<file path="config.mk">
export PLATFORM = sky130hd
export DESIGN_NAME = stream_xbar_pkt
export DESIGN_NICKNAME = d
export VERILOG_FILES = /design/src/rtl/stream_xbar_pkg.sv /design/src/rtl/xbar_pkt_arbiter.sv /design/src/rtl/stream_xbar_pkt.sv
export SDC_FILE = /design/constraint.sdc
export NUM_CORES = 1
export LEC_CHECK = 0
export CAP_MARGIN = 10
export CORE_AREA = 10 10 218 220
export CTS_CLUSTER_SIZE = 14
export DETAILED_ROUTE_END_ITERATION = 12
export DIE_AREA = 0 0 228 230
export HOLD_SLACK_MARGIN = 0.05
export MAX_ROUTING_LAYER = met4
export SYNTH_ARGS = -nofsm -noshare
export SYNTH_HDL_FRONTEND = slang
export SYNTH_SLANG_ARGS = --single-unit
</file>
<file path="constraint.sdc">
create_clock -name clk -period 3.6 [get_ports clk]
set_input_delay 0.54 -clock clk [delete_from_list [all_inputs] [get_ports clk]]
set_output_delay 0.54 -clock clk [all_outputs]
set_load 0.03 [all_outputs]
</file>
<file path="src/rtl/stream_xbar_pkg.sv">
// stream_xbar_pkg: shared beat type and width helper for the packet crossbar
package stream_xbar_pkg;
  function automatic int clog2_min1(input int n);
    return (n > 1) ? $clog2(n) : 1;
  endfunction
  localparam int BEAT_DATA_W = 8;
  localparam int BEAT_DEST_W = clog2_min1(4);
  typedef struct packed {
    logic [BEAT_DATA_W-1:0] data;
    logic [BEAT_DEST_W-1:0] dest;
    logic                   last;
  } beat_t;
endpackage

</file>
<file path="src/rtl/xbar_pkt_arbiter.sv">
// xbar_pkt_arbiter: round-robin arbiter that holds its grant for a whole packet
module xbar_pkt_arbiter
  import stream_xbar_pkg::*;
#(
  parameter int N   = 4,
  parameter int IDW = clog2_min1(N)
) (
  input  logic           clk,
  input  logic           rst_n,
  input  logic [N-1:0]   req,
  input  logic [N-1:0]   last,
  input  logic           adv,
  output logic           fire,
  output logic [IDW-1:0] sel
);
  logic           locked;
  logic [IDW-1:0] owner, ptr, rr, idx;
  always_comb begin
    rr = ptr;
    idx = '0;
    for (int k = N - 1; k >= 0; k--) begin
      idx = IDW'((int'(ptr) + k) % N);
      if (req[idx]) rr = idx;
    end
    sel = locked ? owner : rr;
    fire = adv && (locked ? req[owner] : |req);
  end
  always_ff @(posedge clk or negedge rst_n)
    if (!rst_n) begin
      locked <= 1'b0;
      owner <= '0;
      ptr <= '0;
    end else if (fire) begin
      if (last[sel]) begin
        locked <= 1'b0;
        ptr <= IDW'((int'(sel) + 1) % N);
      end else begin
        locked <= 1'b1;
        owner <= sel;
      end
    end
endmodule

</file>
<file path="src/rtl/stream_xbar_pkt.sv">
// stream_xbar_pkt: packet-locked stream crossbar with per-input FIFOs and registered outputs
module stream_xbar_pkt
  import stream_xbar_pkg::*;
#(
  parameter int T_DATA_WIDTH = 8,
  parameter int S_DATA_COUNT = 4,
  parameter int M_DATA_COUNT = 4,
  parameter int FIFO_DEPTH   = 4,
  localparam int T_ID___WIDTH = clog2_min1(S_DATA_COUNT),
  localparam int T_DEST_WIDTH = clog2_min1(M_DATA_COUNT)
) (
  input  logic                                      clk,
  input  logic                                      rst_n,
  input  logic [S_DATA_COUNT-1:0][T_DATA_WIDTH-1:0] s_data_i,
  input  logic [S_DATA_COUNT-1:0][T_DEST_WIDTH-1:0] s_dest_i,
  input  logic [S_DATA_COUNT-1:0]                   s_last_i,
  input  logic [S_DATA_COUNT-1:0]                   s_valid_i,
  output logic [S_DATA_COUNT-1:0]                   s_ready_o,
  output logic [S_DATA_COUNT-1:0]                   s_drop_o,
  output logic [M_DATA_COUNT-1:0][T_DATA_WIDTH-1:0] m_data_o,
  output logic [M_DATA_COUNT-1:0][T_ID___WIDTH-1:0] m_id_o,
  output logic [M_DATA_COUNT-1:0]                   m_last_o,
  output logic [M_DATA_COUNT-1:0]                   m_valid_o,
  input  logic [M_DATA_COUNT-1:0]                   m_ready_i
);
  localparam int AW = $clog2(FIFO_DEPTH);
  localparam int CW = $clog2(FIFO_DEPTH + 1);
  typedef struct packed {
    logic [T_DATA_WIDTH-1:0] data;
    logic [T_DEST_WIDTH-1:0] dest;
    logic                    last;
  } fifo_beat_t;
  fifo_beat_t                                    head [S_DATA_COUNT];
  logic [S_DATA_COUNT-1:0]                       avail, drop, pop, push, head_last;
  logic [M_DATA_COUNT-1:0][S_DATA_COUNT-1:0]     req;
  logic [M_DATA_COUNT-1:0]                       fire, adv;
  logic [M_DATA_COUNT-1:0][T_ID___WIDTH-1:0]     sel;
  for (genvar i = 0; i < S_DATA_COUNT; i++) begin : g_in
    fifo_beat_t     mem [FIFO_DEPTH];
    logic [AW-1:0]  wr_ptr, rd_ptr;
    logic [CW-1:0]  cnt, vcnt;
    logic           push_q;
    assign s_ready_o[i] = cnt != CW'(FIFO_DEPTH);
    assign push[i] = s_valid_i[i] && s_ready_o[i];
    assign avail[i] = vcnt != '0;
    assign head[i] = mem[rd_ptr];
    assign head_last[i] = head[i].last;
    assign drop[i] = avail[i] && (32'(head[i].dest) >= M_DATA_COUNT);
    assign s_drop_o[i] = drop[i];
    always_ff @(posedge clk)
      if (push[i]) mem[wr_ptr] <= {s_data_i[i], s_dest_i[i], s_last_i[i]};
    always_ff @(posedge clk or negedge rst_n)
      if (!rst_n) begin
        wr_ptr <= '0;
        rd_ptr <= '0;
        cnt <= '0;
        vcnt <= '0;
        push_q <= 1'b0;
      end else begin
        wr_ptr <= wr_ptr + AW'(push[i]);
        rd_ptr <= rd_ptr + AW'(pop[i]);
        cnt <= cnt + CW'(push[i]) - CW'(pop[i]);
        push_q <= push[i];
        vcnt <= vcnt + CW'(push_q) - CW'(pop[i]);
      end
  end
  always_comb begin
    req = '0;
    for (int o = 0; o < M_DATA_COUNT; o++)
      for (int i = 0; i < S_DATA_COUNT; i++)
        req[o][i] = avail[i] && !drop[i] && (32'(head[i].dest) == o);
  end
  always_comb begin
    pop = drop;
    for (int o = 0; o < M_DATA_COUNT; o++)
      if (fire[o]) pop[sel[o]] = 1'b1;
  end
  assign adv = ~m_valid_o | m_ready_i;
  for (genvar o = 0; o < M_DATA_COUNT; o++) begin : g_out
    xbar_pkt_arbiter #(.N(S_DATA_COUNT), .IDW(T_ID___WIDTH)) u_arb (
      .clk  (clk),
      .rst_n(rst_n),
      .req  (req[o]),
      .last (head_last),
      .adv  (adv[o]),
      .fire (fire[o]),
      .sel  (sel[o])
    );
  end
  always_ff @(posedge clk or negedge rst_n)
    if (!rst_n) begin
      m_valid_o <= '0;
      m_data_o <= '0;
      m_id_o <= '0;
      m_last_o <= '0;
    end else begin
      for (int o = 0; o < M_DATA_COUNT; o++)
        if (adv[o]) begin
          m_valid_o[o] <= fire[o];
          if (fire[o]) begin
            m_data_o[o] <= head[sel[o]].data;
            m_id_o[o] <= sel[o];
            m_last_o[o] <= head[sel[o]].last;
          end
        end
    end
endmodule

</file>
==> impl_metrics.json <==
{
  "status": "finished, violations left",
  "violations": "setup timing",
  "register_area_mm2": 0.00809,
  "synthesis.area_mm2": 0.0136,
  "grt_max_degree": 62,
  "cts-htree-levels": 2,
  "grt_pass1_wl_um": 56900,
  "dp_hpwl_um": 27000,
  "place_area_mm2": 0.0163,
  "hold_violations": 0,
  "hp-class": "in2async",
  "path_cells": "mux2_4, or3_4, a21o_4, a32oi_2, o22ai_2, a21boi_2, or3b_4, o21ai_2, a221o_1, ha_1, inv_1, ha_1, inv_1, fa_2, xnor2_2, xnor2_1",
  "crit_type": "reg2reg",
  "rsz0062_at_grt": "true",
  "slew_headroom_pct": 49.0,
  "routed_wl_um": 37200,
  "final_layout_size_suffix_gt1_share_pct": 31.6,
  "grt_pass1_vias": 9396,
  "dr.pass1.iters": 6,
  "ys_ff_latch": 288,
  "initial_core_util_pct": 31.8,
  "slew_violations": 0,
  "synth-async-reset-ratio_pct": 38.9,
  "avgRoutedWirePerCell_um": 20.1,
  "pre_cts_ws_ns": -0.474,
  "viasPerCell": 4.92,
  "syn_area_per_cell_um2": 13.9,
  "antennaDiodeCount": 0,
  "cpMaxStageDelayCell": "dfrtp_2",
  "ios": 110,
  "nFillCells": 3955,
  "drtAntennaViolNets": 0,
  "coreArea_mm2": 0.0429,
  "yosysUniqueCellTypes": 83,
  "endpoint_kind": "flip-flop",
  "cts_buffer_depth": 3,
  "grt_usage_pct": 14.3,
  "syn_inst": 981,
  "drtIter0Drc": 681,
  "worstPathArrival_ns": 4.32,
  "worst_pin_slew_ns": 0.765,
  "clock-sinks": 288,
  "crit_path_start_kind": "flip-flop",
  "max-cap-violations": 0,
  "syn2layout_area_growth_pct": 31.9,
  "gr-total-overflow": 0,
  "fmax_mhz": 255,
  "cts_root_buf": "clkbuf_16",
  "synth-seq-area-share_pct": 59.3,
  "portBuffers": 105,
  "die_w_um": 228,
  "cts_tree": "yes",
  "synthFlopType": "edfxtp_1",
  "skew_ns": 0.0259,
  "row_count": 76,
  "hold_buffers": 0,
  "drc_errors": 0,
  "insertion_delay_ns": 0.53,
  "yosysWarnings": 0,
  "cp_slowest_stage_delay_ns": 0.44,
  "finalWorstSetupSlack_ns": -0.314,
  "numCtsBuffers": 34,
  "die_h_um": 230,
  "design_area_mm2": 0.0180,
  "path_max_fanout": 4,
  "antenna_found_initial": 0,
  "die-area_mm2": 0.0524,
  "min_period_over_period_pct": 109,
  "synth_edf_count": 176,
  "min_period_ns": 3.91,
  "num_vias": 9075,
  "place_congestion": 0.910,
  "nets": 1327,
  "clk_pin_slew_ns": 0.07,
  "critPathRequiredTime_ns": 4.01,
  "multiInputGateArea_mm2": 0.00558,
  "final_util_pct": 42.0,
  "setup_viol": 16
}
==> area by class of cell <==
class | count | area share [%]
inverter | 61 | 1.28
multi-input combinational | 591 | 31.0
timing repair buffer | 261 | 12.6
clock buffer | 42 | 5.12
tap | 585 | 4.07
clock inverter | 18 | 0.939
sequential | 288 | 45.0
==> kinds of logic after synthesis <==
kind of cell	after synthesis	share of synthesized area (%)
compound gates	184	9.32
xor+xnor	26	1.67
fa+ha+maj	36	3.74
buf+inv	105	3.30
flops	288	59.3
mux	148	15.0
other cells	1	0.0275
simple gates	193	7.66
==> synth_stat cells, types with 7 or more instances <==
cell type / n / area, um2
edfxtp_1: 176 / 5290
dfrtp_1: 112 / 2800
inv_1: 60 / 225
mux2i_1: 59 / 591
nand2_1: 47 / 176
mux2_2: 45 / 507
mux4_2: 40 / 901
a21oi_1: 38 / 190
nor2_1: 34 / 128
ha_1: 28 / 350
o21ai_0: 25 / 125
a211oi_1: 20 / 150
clkbuf_1: 20 / 75.1
nor2b_1: 20 / 125
xnor2_1: 18 / 158
nand2b_1: 15 / 93.8
buf_2: 12 / 60.1
nor3_1: 11 / 55.1
o31ai_1: 11 / 82.6
nand3_1: 10 / 50.1
a21o_1: 9 / 67.6
a22oi_1: 9 / 67.6
buf_4: 9 / 67.6
and2_1: 8 / 50.1
fa_1: 8 / 160
nor3b_1: 8 / 60.1
o21ai_1: 8 / 40.0
xor2_1: 8 / 70.1
a31oi_1: 7 / 43.8
o211ai_1: 7 / 52.6
==> metrics by stage <==
stage                     cells  setup TNS (ns)  hold WS, ns
after global placement     1766           -4.63        0.479
final                      1846           -3.65       0.0864
after floorplan             984          -0.970        0.244
after detailed placement   1766           -5.71        0.495
after global routing       1846           -6.09        0.146
after CTS                  1842           -4.10        0.109
==> per-layer routing <==
layer | vias up | routed length (um) | share of wire (%) | global-route usage, %
li1 | 4209 | - | - | -
met1 | 4566 | 15900 | 43 | 17.4
met2 | 229 | 18100 | 49 | 23.2
met3 | 71 | 1910 | 5.1 | 3.10
met4 | 0 | 1250 | 3.4 | 4.94
met5 | - | 0 | 0 | -
==> placed cells by master (no fill, tap or decap), types with 6 or more instances in the layout <==
cell type	n
edfxtp_1	176
buf_4	148
dfrtp_1	108
clkdlybuf4s50_1	104
mux2i_1	55
inv_1	44
nand2_1	44
mux2_2	43
mux4_2	40
a21oi_1	37
clkbuf_16	35
nor2_1	32
o21ai_0	24
nor2b_1	18
a211oi_1	18
ha_1	17
inv_2	16
nand2b_1	13
xnor2_1	11
nor3_1	10
nand3_1	10
o31ai_1	10
ha_4	10
a21o_1	8
xor2_1	8
a22oi_1	8
fa_2	8
o211ai_1	7
xnor2_2	7
and2_1	6
o21ai_1	6
a31oi_1	6
nor3b_1	6
==> worst paths after layout <==
kind / startpoint / endpoint / slack, ns / cells past startpoint
min in group clk: m_id_o[2]$_DFFE_PN0P_ / m_id_o[2]$_DFFE_PN0P_ / 0.51 / 1
max in group asynchronous: rst_n / g_in[3].rd_ptr[1]$_DFF_PN0_ / 2.66 / 2
hold reg to reg: m_id_o[2]$_DFFE_PN0P_ / m_id_o[2]$_DFFE_PN0P_ / 0.51 / 1
setup reg to reg: g_in[1].rd_ptr[1]$_DFF_PN0_ / g_in[1].vcnt[2]$_DFF_PN0_ / -0.31 / 16
hold / removal: rst_n / m_valid_o[2]$_DFFE_PN0P_ / 0.09 / 1
setup / recovery: g_in[1].rd_ptr[1]$_DFF_PN0_ / g_in[1].vcnt[2]$_DFF_PN0_ / -0.31 / 16
==> timing repair <==
action	4_1_cts	5_1_grt
endpoints found under the setup margin	16	21
buffers inserted	16	4
pin swaps	31	29
cloned	0	0
resized for setup	53	47
==> state kept, by name (all words and copies together), names as in the netlist <==
name	flops
g_out.u_arb.locked	4
m_id_o	8
g_in.wr_ptr	8
m_data_o	32
g_out.u_arb.owner	8
g_in.mem	176
m_last_o	4
g_in.vcnt	12
g_in.push_q	4
g_out.u_arb.ptr	8
m_valid_o	4
g_in.rd_ptr	8
g_in.cnt	12
==> critical path: cells and delay by family (launching register included) <==
kind,cells,cell delay (ns)
buffers and inverters,2,0.11
AO/OA/AOI/OAI,6,1.13
AND/OR/NAND/NOR,2,0.80
XOR/XNOR,2,0.27
multiplexers,1,0.31
flip-flops,1,0.44
adder cells (fa/ha/maj),3,0.74
Power is not shown: default switching activity piles up to over one toggle a cycle in this logic, so the estimate is an artifact.
==> patch: new RTL, same settings <==
Set the parameter `T_DATA_WIDTH` to 12 (it was 8).
--- a/src/rtl/stream_xbar_pkt.sv
+++ b/src/rtl/stream_xbar_pkt.sv
@@ -4,3 +4,3 @@
 #(
-  parameter int T_DATA_WIDTH = 8,
+  parameter int T_DATA_WIDTH = 12,
   parameter int S_DATA_COUNT = 4,
Interface: changed (resized m_data_o and s_data_i); port bits go from 110 to 142. The function was not compared with the original's and may differ.
==> patch against the original RTL <==
The flow still finishes with violations (negative setup slack). Design area increased by 22%. Wire length rose by 22%. Critical path depth increased by 2. Synthesized area is 24% higher. Clock skew rose by 0.0038 ns. Via count increased by 19%. Sequential cell count grew 80. Global-route usage up 3.0 points. Setup slack got worse by 0.14 ns. Utilization grew 9.2 points. Critical endpoint is now g_in[0].cnt[2]$_DFF_PN0_. Largest cell class unchanged.
Power is left out: the tool's default activity adds up to more than one toggle a clock period on the data nets, which glitch-free logic cannot reach.
==> patch: results (changes against the original RTL) <==
number of flops mapped to enable cells by yosys 240 (+36%); dpl cells 1,941 (+9.9%); gp weighted congestion 0.883 (-2.9%); Overall Global Routing Usage 17.2% (+3.0 points); status complete, but fails checks; slowest CP cell dfrtp_2; Worst Min Path Start m_last_o[0]$_DFFE_PN0P_; met1 Resource Use GR 22.0% (+4.6 points); largest registers g_in.mem x240, m_data_o x48; CTS clock-pin slew for the worst setup and hold paths 0.06 ns; final hold slack 0.481 ns (+0.395 ns); nets@finish 1,530 (+15%); routing usage on met2 27.6% (+4.4 points); sequential fraction of the synthesis area 61.7% (+2.4 points); vias per cell 5.30 (+7.7%); predominant post-synthesis flop cell edfxtp_1; synth cell count leaders edfxtp_1 (240), dfrtp_1 (128), mux2i_1 (69); Worst Hold Depth 1; Filler Cell Count 3,582 (-9.4%); R2R Path End g_in[0].cnt[2]$_DFF_PN0_; clock skew 0.0297 ns (+0.00381 ns); CTS max path bufs 3 (unchanged); Slowest Stage Delay on Critical Path 0.45 ns; 1st-pass router iterations 6 (unchanged); clock root cell clkbuf_16; post-route ant nets 0 (unchanged); Crit path arrival time 4.48 ns (+0.16 ns); reg2reg path depth 18 (+2); Min-Delay Endpoint m_last_o[0]$_DFFE_PN0P_; Final WS setup -0.450 ns (-0.136 ns); total CTS buffers 40 (+18%); failing checks negative setup slack; initial antenna violation count 3 (+3); hpwl dp 32,400 um (+20%); Async SR Flop Fraction 34.8% (-4.1 points); Via Count 10,815 (+19%); Routed WL per cell 22.3 um (+11%); largest net degree at the start of global routing 69 (+11%); worst r2r src g_in[3].rd_ptr[1]$_DFF_PN0_; worst-path maximum fanout 4 (unchanged); Cells after Synth 1,124 (+15%); vias in the first global route 10,962 (+17%); Synth cell types 82 (-1.2%); Synth area leaders edfxtp_1 (43%), dfrtp_1 (19%), mux4_2 (9.1%); worst skew pair latency 0.56 ns (+0.03 ns); Hold Path Class register to register; H-tree Lvls 2 (unchanged); final setup violation count 16 (unchanged); layout cell share with drive strength beyond 1 31.5% (-0.11 points); PortBufs 137 (+30%); setup TNS -4.75 ns (-1.10 ns); CP top delay family compound AO/OA/AOI/OAI gates; M3 GR Usage 2.99% (-0.11 points); drt first-iter violations 780 (+15%); Slew @ Worst Pin 0.845 ns (+0.0796 ns); Warnings, synthesis 0 (unchanged); first-pass GRT wire length 67,600 um (+19%)
## patch: cell types whose count changed in the layout (fill, tap and decap cells not counted), moves of 12 or more
cell,delta
dfrtp_1,+16
o21ai_0,-15
o221ai_1,+12
mux2i_1,+12
edfxtp_1,+64
mux4_2,+28
buf_6,+12
clkdlybuf4s50_1,+32
## patch: kinds of logic after synthesis
family	after synthesis	synth area share [%]
AOI/OAI and AO/OA	179	7.85
xor gates and xnor gates	27	1.40
adders and majority gates	36	3.02
buffers and inverters	117	2.99
DFF	368	61.7
muxes	187	16.5
other	1	0.0222
and+or+nand+nor	209	6.57
## patch: through the flow
stage / util [%] / cell area, um2 / worst slack (ns)
final: 51.2 / 21900 / -0.450
after global routing: 51.2 / 21900 / -0.684
after CTS: 49.9 / 21400 / -0.459
after detailed placement: 46.5 / 20000 / -0.565
after global placement: 46.5 / 20000 / -0.458
after floorplan: - / 17000 / -0.469
## patch: worst register-to-register path, stage by stage, from the launching register on
cell	delay, ns
dfrtp_2	0.45
buf_6	0.13
mux2i_2	0.14
or3_4	0.34
a21oi_4	0.26
a21boi_2	0.09
a222oi_1	0.41
buf_4	0.20
inv_4	0.04
ha_4	0.14
a222oi_1	0.34
o21ai_1	0.21
ha_1	0.32
inv_1	0.06
ha_1	0.13
inv_1	0.05
fa_2	0.35
xnor2_2	0.15
xnor2_1	0.12
## patch: worst max path at each step
stage,endpoint,depth (start not counted),start,slack [ns]
finish,g_in[0].cnt[2]$_DFF_PN0_,18,g_in[3].rd_ptr[1]$_DFF_PN0_,-0.45
global route,g_in[0].cnt[2]$_DFF_PN0_,18,g_in[3].rd_ptr[1]$_DFF_PN0_,-0.68
CTS,g_in[0].vcnt[2]$_DFF_PN0_,18,g_in[3].rd_ptr[1]$_DFF_PN0_,-0.46
detailed placement,g_in[0].cnt[2]$_DFF_PN0_,18,g_in[3].rd_ptr[1]$_DFF_PN0_,-0.57
global placement,g_in[0].cnt[2]$_DFF_PN0_,18,g_in[3].rd_ptr[1]$_DFF_PN0_,-0.46
floorplan,g_in[0].vcnt[2]$_DFF_PN0_,19,g_in[3].rd_ptr[1]$_DFF_PN0_,-0.47
## patch: cell type report
type / count / share of cell area (%)
clock buffers: 54 / 5.03
diodes: 1 / 0.0114
well taps: 585 / 3.34
clock inverters: 20 / 0.616
flip-flops and latches: 368 / 47.5
multi-input cells: 642 / 29.8
repair buffers: 311 / 12.7
inverters: 61 / 1.07
## patch: per-layer routing
layer,part of all wire [%],vias to the layer above,wire length [um]
li1,-,4931,-
met1,42,5469,19300
met2,49,341,22300
met3,5.8,74,2650
met4,2.6,0,1190
met5,0,-,0
## patch: timing repair
item	CTS	global route
gates cloned	0	1
setup buffers	7	19
endpoints found under the hold margin	33	0
endpoints found under the setup margin	18	28
resized for setup	27	93
pin swaps	11	34
hold buffers	1	0
